### config.mk
export PLATFORM = sky130hd
export DESIGN_NAME = control_sequencer
export DESIGN_NICKNAME = d
export VERILOG_FILES = /design/src/rtl/control_sequencer_pkg.sv /design/src/rtl/control_sequencer.sv
export SDC_FILE = /design/constraint.sdc
export NUM_CORES = 1
export LEC_CHECK = 0
export ABC_AREA = 1
export CAP_MARGIN = 20
export CORE_ASPECT_RATIO = 0.5
export CORE_MARGIN = 10
export CORE_UTILIZATION = 42
export DETAILED_ROUTE_END_ITERATION = 12
export PLACE_DENSITY = 0.75
export REMOVE_ABC_BUFFERS = 1
export SKIP_LAST_GASP = 1
export SYNTH_ARGS = -nofsm -noshare
export SYNTH_HDL_FRONTEND = slang
export SYNTH_SLANG_ARGS = --single-unit
### constraint.sdc
create_clock -name clk -period 1.7 [get_ports clk]
set_input_delay 0.425 -clock clk [delete_from_list [all_inputs] [get_ports clk]]
set_output_delay 0.425 -clock clk [all_outputs]
set_load 0.01 [all_outputs]
### src/rtl/control_sequencer_pkg.sv
`default_nettype none
// ============================================================================
// Module      : control_sequencer_pkg
// Description : State codes, opcodes and instruction fields shared with the
//               output decoder.
// Revision    : 1.0 - initial release
// ============================================================================
package control_sequencer_pkg;

    localparam int c_STATE_BITS = 5;
    localparam int c_INSTR_W    = 24;

    // Instruction word layout
    localparam int c_OPC_HI    = 23;
    localparam int c_OPC_LO    = 20;
    localparam int c_OP1_HI    = 19;
    localparam int c_OP1_LO    = 16;
    localparam int c_OP2_HI    = 15;
    localparam int c_OP2_LO    = 0;
    localparam int c_ALU_OP_HI = 21;
    localparam int c_ALU_OP_LO = 20;

    localparam logic [3:0] OP_LOAD   = 4'h4;
    localparam logic [3:0] OP_MOVE   = 4'h5;
    localparam logic [3:0] OP_LDPC   = 4'h6;
    localparam logic [3:0] OP_BRANCH = 4'h7;
    localparam logic [3:0] OP_MINALL = 4'h8;

    typedef enum logic [c_STATE_BITS-1:0] {
        S_IDLE     = 5'b00000,
        S_FETCH    = 5'b00001,
        S_DECODE   = 5'b00010,
        S_ALU_A    = 5'b00011,
        S_ALU_G    = 5'b00100,
        S_ALU_WB   = 5'b00101,
        S_LOAD     = 5'b00110,
        S_MOVE     = 5'b00111,
        S_LDPC     = 5'b01000,
        S_BRANCH   = 5'b01001,
        S_MIN_INIT = 5'b01010,
        S_MIN_G    = 5'b01011,
        S_MIN_A    = 5'b01100,
        S_MIN_WB   = 5'b01101
    } state_t;

    // Opcodes 0..3 are the ALU group; the low two bits select the operation.
    function automatic logic is_alu_opcode(input logic [3:0] opc);
        return (opc[3:2] == 2'b00);
    endfunction

endpackage
`default_nettype wire

### src/rtl/control_sequencer.sv
`default_nettype none
// ============================================================================
// Module      : control_sequencer
// Description : Fetch/decode/execute control FSM with a MINALL register scan.
// Revision    : 1.0 - initial release
// ============================================================================
module control_sequencer
    import control_sequencer_pkg::*;
#(
    parameter int         STATE_W  = 5,
    parameter logic [3:0] MIN_LAST = 4'hF
) (
    input  logic               clk,
    input  logic               rst_n,
    input  logic               run,
    input  logic               instr_valid,
    input  logic [23:0]        instr,
    output logic               instr_ready,
    output logic [STATE_W-1:0] state,
    output logic [23:0]        func,
    output logic [1:0]         alu_op,
    output logic [3:0]         min_idx,
    output logic               illegal,
    output logic               busy
);

    state_t      r_state;
    state_t      w_next;
    logic [23:0] r_func;
    logic [3:0]  r_min_idx;
    logic [3:0]  w_opcode;
    logic        w_accept;
    logic        w_illegal;

    assign w_opcode    = r_func[c_OPC_HI:c_OPC_LO];
    assign instr_ready = (r_state == S_FETCH) && run;
    assign w_accept    = instr_valid && instr_ready;

    always_ff @(posedge clk or negedge rst_n) begin
        if (!rst_n) begin
            r_state <= S_IDLE;
        end else begin
            r_state <= w_next;
        end
    end

    always_comb begin
        w_next    = r_state;
        w_illegal = 1'b0;
        case (r_state)
            S_IDLE: begin
                if (run) begin
                    w_next = S_FETCH;
                end
            end
            S_FETCH: begin
                if (w_accept) begin
                    w_next = S_DECODE;
                end else if (!run) begin
                    w_next = S_IDLE;
                end
            end
            S_DECODE: begin
                if (is_alu_opcode(w_opcode)) begin
                    w_next = S_ALU_A;
                end else begin
                    case (w_opcode)
                        OP_LOAD:   w_next = S_LOAD;
                        OP_MOVE:   w_next = S_MOVE;
                        OP_LDPC:   w_next = S_LDPC;
                        OP_BRANCH: w_next = S_BRANCH;
                        OP_MINALL: w_next = S_MIN_INIT;
                        default: begin
                            w_next    = S_FETCH;
                            w_illegal = 1'b1;
                        end
                    endcase
                end
            end
            S_ALU_A:    w_next = S_ALU_G;
            S_ALU_G:    w_next = S_ALU_WB;
            S_ALU_WB:   w_next = S_FETCH;
            S_LOAD:     w_next = S_FETCH;
            S_MOVE:     w_next = S_FETCH;
            S_LDPC:     w_next = S_FETCH;
            S_BRANCH:   w_next = S_FETCH;
            S_MIN_INIT: w_next = S_MIN_G;
            S_MIN_G:    w_next = S_MIN_A;
            // Compare before increment so the index never wraps past MIN_LAST.
            S_MIN_A:    w_next = (r_min_idx == MIN_LAST) ? S_MIN_WB : S_MIN_G;
            S_MIN_WB:   w_next = S_FETCH;
            default:    w_next = S_IDLE;
        endcase
    end

    always_ff @(posedge clk or negedge rst_n) begin
        if (!rst_n) begin
            r_func    <= '0;
            r_min_idx <= '0;
        end else begin
            if (w_accept) begin
                r_func <= instr;
            end
            if (r_state == S_MIN_INIT) begin
                r_min_idx <= 4'd1;
            end else if ((r_state == S_MIN_A) && (r_min_idx != MIN_LAST)) begin
                r_min_idx <= r_min_idx + 4'd1;
            end
        end
    end

    assign state   = STATE_W'(r_state);
    assign func    = r_func;
    assign alu_op  = r_func[c_ALU_OP_HI:c_ALU_OP_LO];
    assign min_idx = r_min_idx;
    assign illegal = w_illegal;
    assign busy    = (r_state != S_IDLE) && (r_state != S_FETCH);

endmodule
`default_nettype wire
* Word-level counts from Yosys, hierarchy flattened
Index checks and enable logic that the tools add are counted.
** Storage, ports and cells
- Flip-flop bits (word level) :: 33
- Output and inout bits :: 38
- Input bits :: 28
- Word-level logic and storage cells :: 50
** Cells by class
- Reduce and logical (&&, ||, !) cells :: 11
- Equality and inequality tests :: 23
- Mux-type cells :: 12
- Add/sub/neg operators :: 1
** Operators with widths (count)
- 5-bit one-hot mux with 9 select lines :: 1
- 5-bit by 4-bit == test with 1-bit output, second input constant :: 6
- 5-bit by 3-bit == test with 1-bit output, second input constant :: 4
- 4-bit one-hot mux with 5 select lines :: 1
- 4-bit by 3-bit == test with 1-bit output, second input constant :: 4
- 5-bit 2-to-1 mux :: 3
- 4-bit 2-to-1 mux :: 3
- 5-bit by 2-bit == test with 1-bit output, second input constant :: 2
- 4-bit == test, second input constant :: 2
- 6-bit OR reduction :: 1
- 5-bit by 1-bit == test with 1-bit output, second input constant :: 1
- 5-bit logical NOT :: 1
- 5-bit by 1-bit inequality test with 1-bit output, second input constant :: 1
- 5-bit nonzero test :: 1
- 5-bit OR reduction :: 1
- 4-bit by 1-bit adder with 4-bit output, second input constant :: 1
- 1-bit logical AND :: 4
- 4-bit inequality test, second input constant :: 1
- 1-bit 2-to-1 mux :: 3
- 3-bit 2-to-1 mux :: 1
- 3-bit inequality test, second input constant :: 1
- 2-bit logical NOT :: 1
- 2-bit inequality test, second input constant :: 1
- 2-bit AND reduction :: 1
- 2-bit nonzero test :: 1

* Logic depth before layout (Yosys ltp)
- Depth in word-level cells :: 5
- Mapped depth :: 9
- Mapped depth without buffers :: 8

* Worst setup path before layout
OpenSTA, ideal clock, no wires.
- Kind :: register to output
- From :: reg r_state[2] (netlist: state[2])
- To :: out illegal
- Buffers on the path :: 1
- Cell stages (with the launch flop) :: 7
- Data required time :: 1275 ps
- Arrival time :: 1100 ps
- Setup slack :: 175 ps
- Cells stage by stage :: dfrtp_1 > buf_6 > inv_1 > nand2_1 > nor2_1 > nand2_1 > nor2_1
** Between the ends
- Cells in the longest elaborated chain, start to end :: 2
** Ends and longest elaborated chain
- start, declared :: line control_sequencer.sv:27 : state_t r_state;
- start signal, assigned :: line control_sequencer.sv:43 : r_state <= w_next;
- 5-bit by 2-bit == test with 1-bit output :: line control_sequencer.sv:50 : case (r_state)
- 1-bit 2-to-1 mux :: line control_sequencer.sv:50
- end, declared :: line control_sequencer.sv:23 : output logic illegal,
Every way passes these cells.

* Final worst setup path
- From :: reg r_state[3] (netlist: state[3])
- To :: out instr_ready
** Between the ends
- Cells in the longest elaborated chain, start to end :: 2
** Ends and longest elaborated chain
- 5-bit by 1-bit == test with 1-bit output :: line control_sequencer.sv:36 : assign instr_ready = (r_state == S_FETCH) && run;
- 1-bit logical AND :: line control_sequencer.sv:36
- end, declared :: line control_sequencer.sv:18 : output logic instr_ready,
Every way passes these cells.

==> flow_summary.json <==
{
  "total_clock_buffers_created_by_cts": 5,
  "cts_num_sinks": 32,
  "synth_compound_area_frac": 0.00639,
  "first_pass_grt_wire_length_um": 7280,
  "rsz0062_at_grt": "yes",
  "die_boundary_height_um": 63.2,
  "drtIter0Drc": 81,
  "largest_family_of_logic_cells_by_synthesized_area": "simple AND/OR/NAND/NOR gates",
  "minimum_clock_period_ps": 1650,
  "hold_buffers": 0,
  "antennaDiodeCount": 0,
  "finalCoreUtilization": 0.715,
  "timing.critical_path.required_ps": 1270,
  "coreArea_um2": 3510,
  "clock_tree_from_tritoncts": "done",
  "critPathMaxStageDelay_ps": 390,
  "layout.cell_area.non_filler_um2": 2510,
  "netlist.area_leader.share": 0.512,
  "detail_route.wl_per_cell_um": 13.3,
  "ant_nets": 0,
  "critical_path.startpoint_type": "flop",
  "track_usage": 0.129,
  "setup_violations": 0,
  "grt_overflow": 0,
  "peakVddDrop_mv": 0.780,
  "timing_hold_violations_final": 0,
  "dieArea_um2": 6720,
  "cells_after_synth": 198,
  "count_of_state_elements_after_synthesis": 32,
  "worstSetupEndpointType": "primary output",
  "top_level_i_o_count": 66,
  "regToRegStartpoint": "state[3]",
  "timing.critical_path.slowest_stage_cell": "sky130_fd_sc_hd__dfrtp_1",
  "drt_pass_1_iters": 4,
  "htree_levels": 2,
  "placement.cell_area_um2": 2310,
  "die-width_um": 106,
  "detailedPlacementHpwl_um": 3280,
  "slew_viol_final": 0,
  "grt_antenna_before_repair": 0,
  "synth-adder-area-share": 0.00799,
  "skew_final_ps": 4.50,
  "num_rows": 15,
  "synth_warnings": 0,
  "clock_tree.buffer_depth": 2,
  "initial_core_util": 0.446,
  "port_buffers": 64,
  "maxCapViolCount": 0,
  "first_global_vias": 1498,
  "timing.critical_path.cells": "buf_4, nor2_4, nand3_2, inv_2, buf_6",
  "worstReg2RegEnd": "func[17]",
  "critical_path_arrival_ps": 1220,
  "achievable-frequency_ghz": 0.607,
  "place.gp.congestion": 0.829,
  "total_power_mw": 4.04,
  "cellLeakagePower_nw": 1.34,
  "setup.worst_path.class": "flop to primary output",
  "num-nets-final": 311,
  "clock-root-buffer": "sky130_fd_sc_hd__clkbuf_8",
  "pin_count_of_the_biggest_net_entering_global_routing": 33,
  "clk_latency_ps": 280,
  "synth_simple_gate_area_share": 0.374,
  "layout-area-overhead-vs-synth_pct": 60.3,
  "place_worst_setup_slack_ps": -420,
  "synth.yosys.seq_area_share": 0.512,
  "drive_gt1_frac": 0.163,
  "post-route-period-util": 0.969,
  "synth_largest_area_cell": "sky130_fd_sc_hd__dfrtp_1",
  "synthXorXnorAreaFrac": 0.00560,
  "post_route_non_filler_standard_cell_count": 334,
  "ys_types": 23,
  "count_of_unresolved_drc_violations_after_routing": 0,
  "reg2reg_depth": 8,
  "wire_length_after_detailed_routing_um": 4440,
  "cp-endpoint": "instr_ready",
  "synthesis.area_um2": 1570,
  "run_status": "complete, no violations",
  "synth_area_leaders": "sky130_fd_sc_hd__dfrtp_1 (51%), sky130_fd_sc_hd__nand2_1 (18%), sky130_fd_sc_hd__nand3_1 (12%)",
  "numPlacedInstances": 319,
  "min_delay_path_class": "flop to flop",
  "route.vias.total": 1573,
  "vias_per_cell": 4.71,
  "final_critical_path_setup_slack_ps": 52.8,
  "yosys-mux-area-fraction": 0,
  "ff2ff_setup_slack_ps": 100,
  "timing.critical_path.fanout_max": 6,
  "synth.avg_cell_area_um2": 7.91,
  "worst_setup_hold_path_clk_slew_ps": 60,
  "worstSetupStartpoint": "state[3]",
  "power-per-cell-area_nw_per_um2": 1610,
  "nFillCells": 293
}
critical path: cells and delay by family, from the launching register on:
kind,cells,cell delay (ps)
DFF,1,390
buffers and inverters,3,360
and+or+nand+nor,2,200
how the worst min path moves through the flow:
| stage | slack (ps) | from | cells after the start | endpoint |
|---|---|---|---|---|
| floorplan | 130 | rst_n | 0 | func[0] |
| global placement | 450 | func[15] | 2 | func[15] |
| detailed placement | 460 | func[16] | 2 | func[16] |
| CTS | 470 | func[6] | 2 | func[6] |
| global route | 490 | func[13] | 2 | func[13] |
| finish | 470 | func[15] | 2 | func[15] |
placed cells by master (no fill, tap or decap), drive strengths merged, types with 2 or more instances in the layout:
cell and instances:
dlygate4sd2 10, dfrtp 32, nor2 13, nand3 37, nand2 78, buf 26, dlymetal6s2s 2, nand4 5
clkbuf 8, inv 15, clkdlybuf4s50 49
power by group:
group / switching [mW] / internal, mW / total, mW
combinational: 1.02 / 1.01 / 2.03
sequential: 0.164 / 1.06 / 1.23
clock: 0.263 / 0.517 / 0.780
per-layer routing:
metal,vias up,global-route usage,share of wire
met4,0,0.0352,0.0061
li1,786,-,-
met2,30,0.233,0.54
met3,2,0.0335,0.038
met1,755,0.147,0.41
met5,-,0,0
Yosys cell counts:
cell                        n
sky130_fd_sc_hd__xor2_1     1
sky130_fd_sc_hd__nor2_2     1
sky130_fd_sc_hd__nand3_1   36
sky130_fd_sc_hd__clkinv_1   1
sky130_fd_sc_hd__nand4_1    5
sky130_fd_sc_hd__inv_2      1
sky130_fd_sc_hd__conb_1     1
sky130_fd_sc_hd__buf_6      3
sky130_fd_sc_hd__nor2_4     1
sky130_fd_sc_hd__clkbuf_1   1
sky130_fd_sc_hd__a21oi_1    1
sky130_fd_sc_hd__buf_4      5
sky130_fd_sc_hd__buf_1      1
sky130_fd_sc_hd__inv_1     14
sky130_fd_sc_hd__nor3_1     1
sky130_fd_sc_hd__o21ai_0    1
sky130_fd_sc_hd__nand2_1   77
sky130_fd_sc_hd__nor2_1    11
sky130_fd_sc_hd__nand2_4    1
sky130_fd_sc_hd__dfrtp_1   32
sky130_fd_sc_hd__nand3_2    1
sky130_fd_sc_hd__buf_2      1
sky130_fd_sc_hd__ha_1       1
cells by family after synthesis:
| logic type | Yosys count |
|---|---|
| AOI/OAI and AO/OA | 2 |
| xor gates and xnor gates | 1 |
| adders and majority gates | 1 |
| buffers and inverters | 27 |
| DFF | 32 |
| other | 1 |
| and+or+nand+nor | 134 |
area by class of cell:
type | instances | area (um^2) | area share
clock buffer | 7 | 96.3 | 0.0384
clock inverter | 1 | 30.0 | 0.0120
inverter | 16 | 60.1 | 0.0239
multi-input combinational | 139 | 649 | 0.259
sequential | 32 | 801 | 0.319
tap | 51 | 63.8 | 0.0254
timing repair buffer | 88 | 808 | 0.322
sequential cells by signal, indices dropped and copies added (netlist names):
name	count
func	24
min_idx	4
state	4
what timing repair did:
item | in CTS | in global routing
resized for setup | 20 | 14
setup buffers | 2 | 5
endpoints found under the setup margin | 15 | 30
pin swaps | 0 | 6
stage by stage:
| step | hold WS (ps) | TNS (ps) |
|---|---|---|
| finish | 471 | 0 |
| global route | 491 | -62.7 |
| CTS | 474 | -34.2 |
| detailed placement | 458 | -6580 |
| global placement | 455 | -6150 |
| floorplan | 129 | 0 |
(Power assumes the default switching activity.)
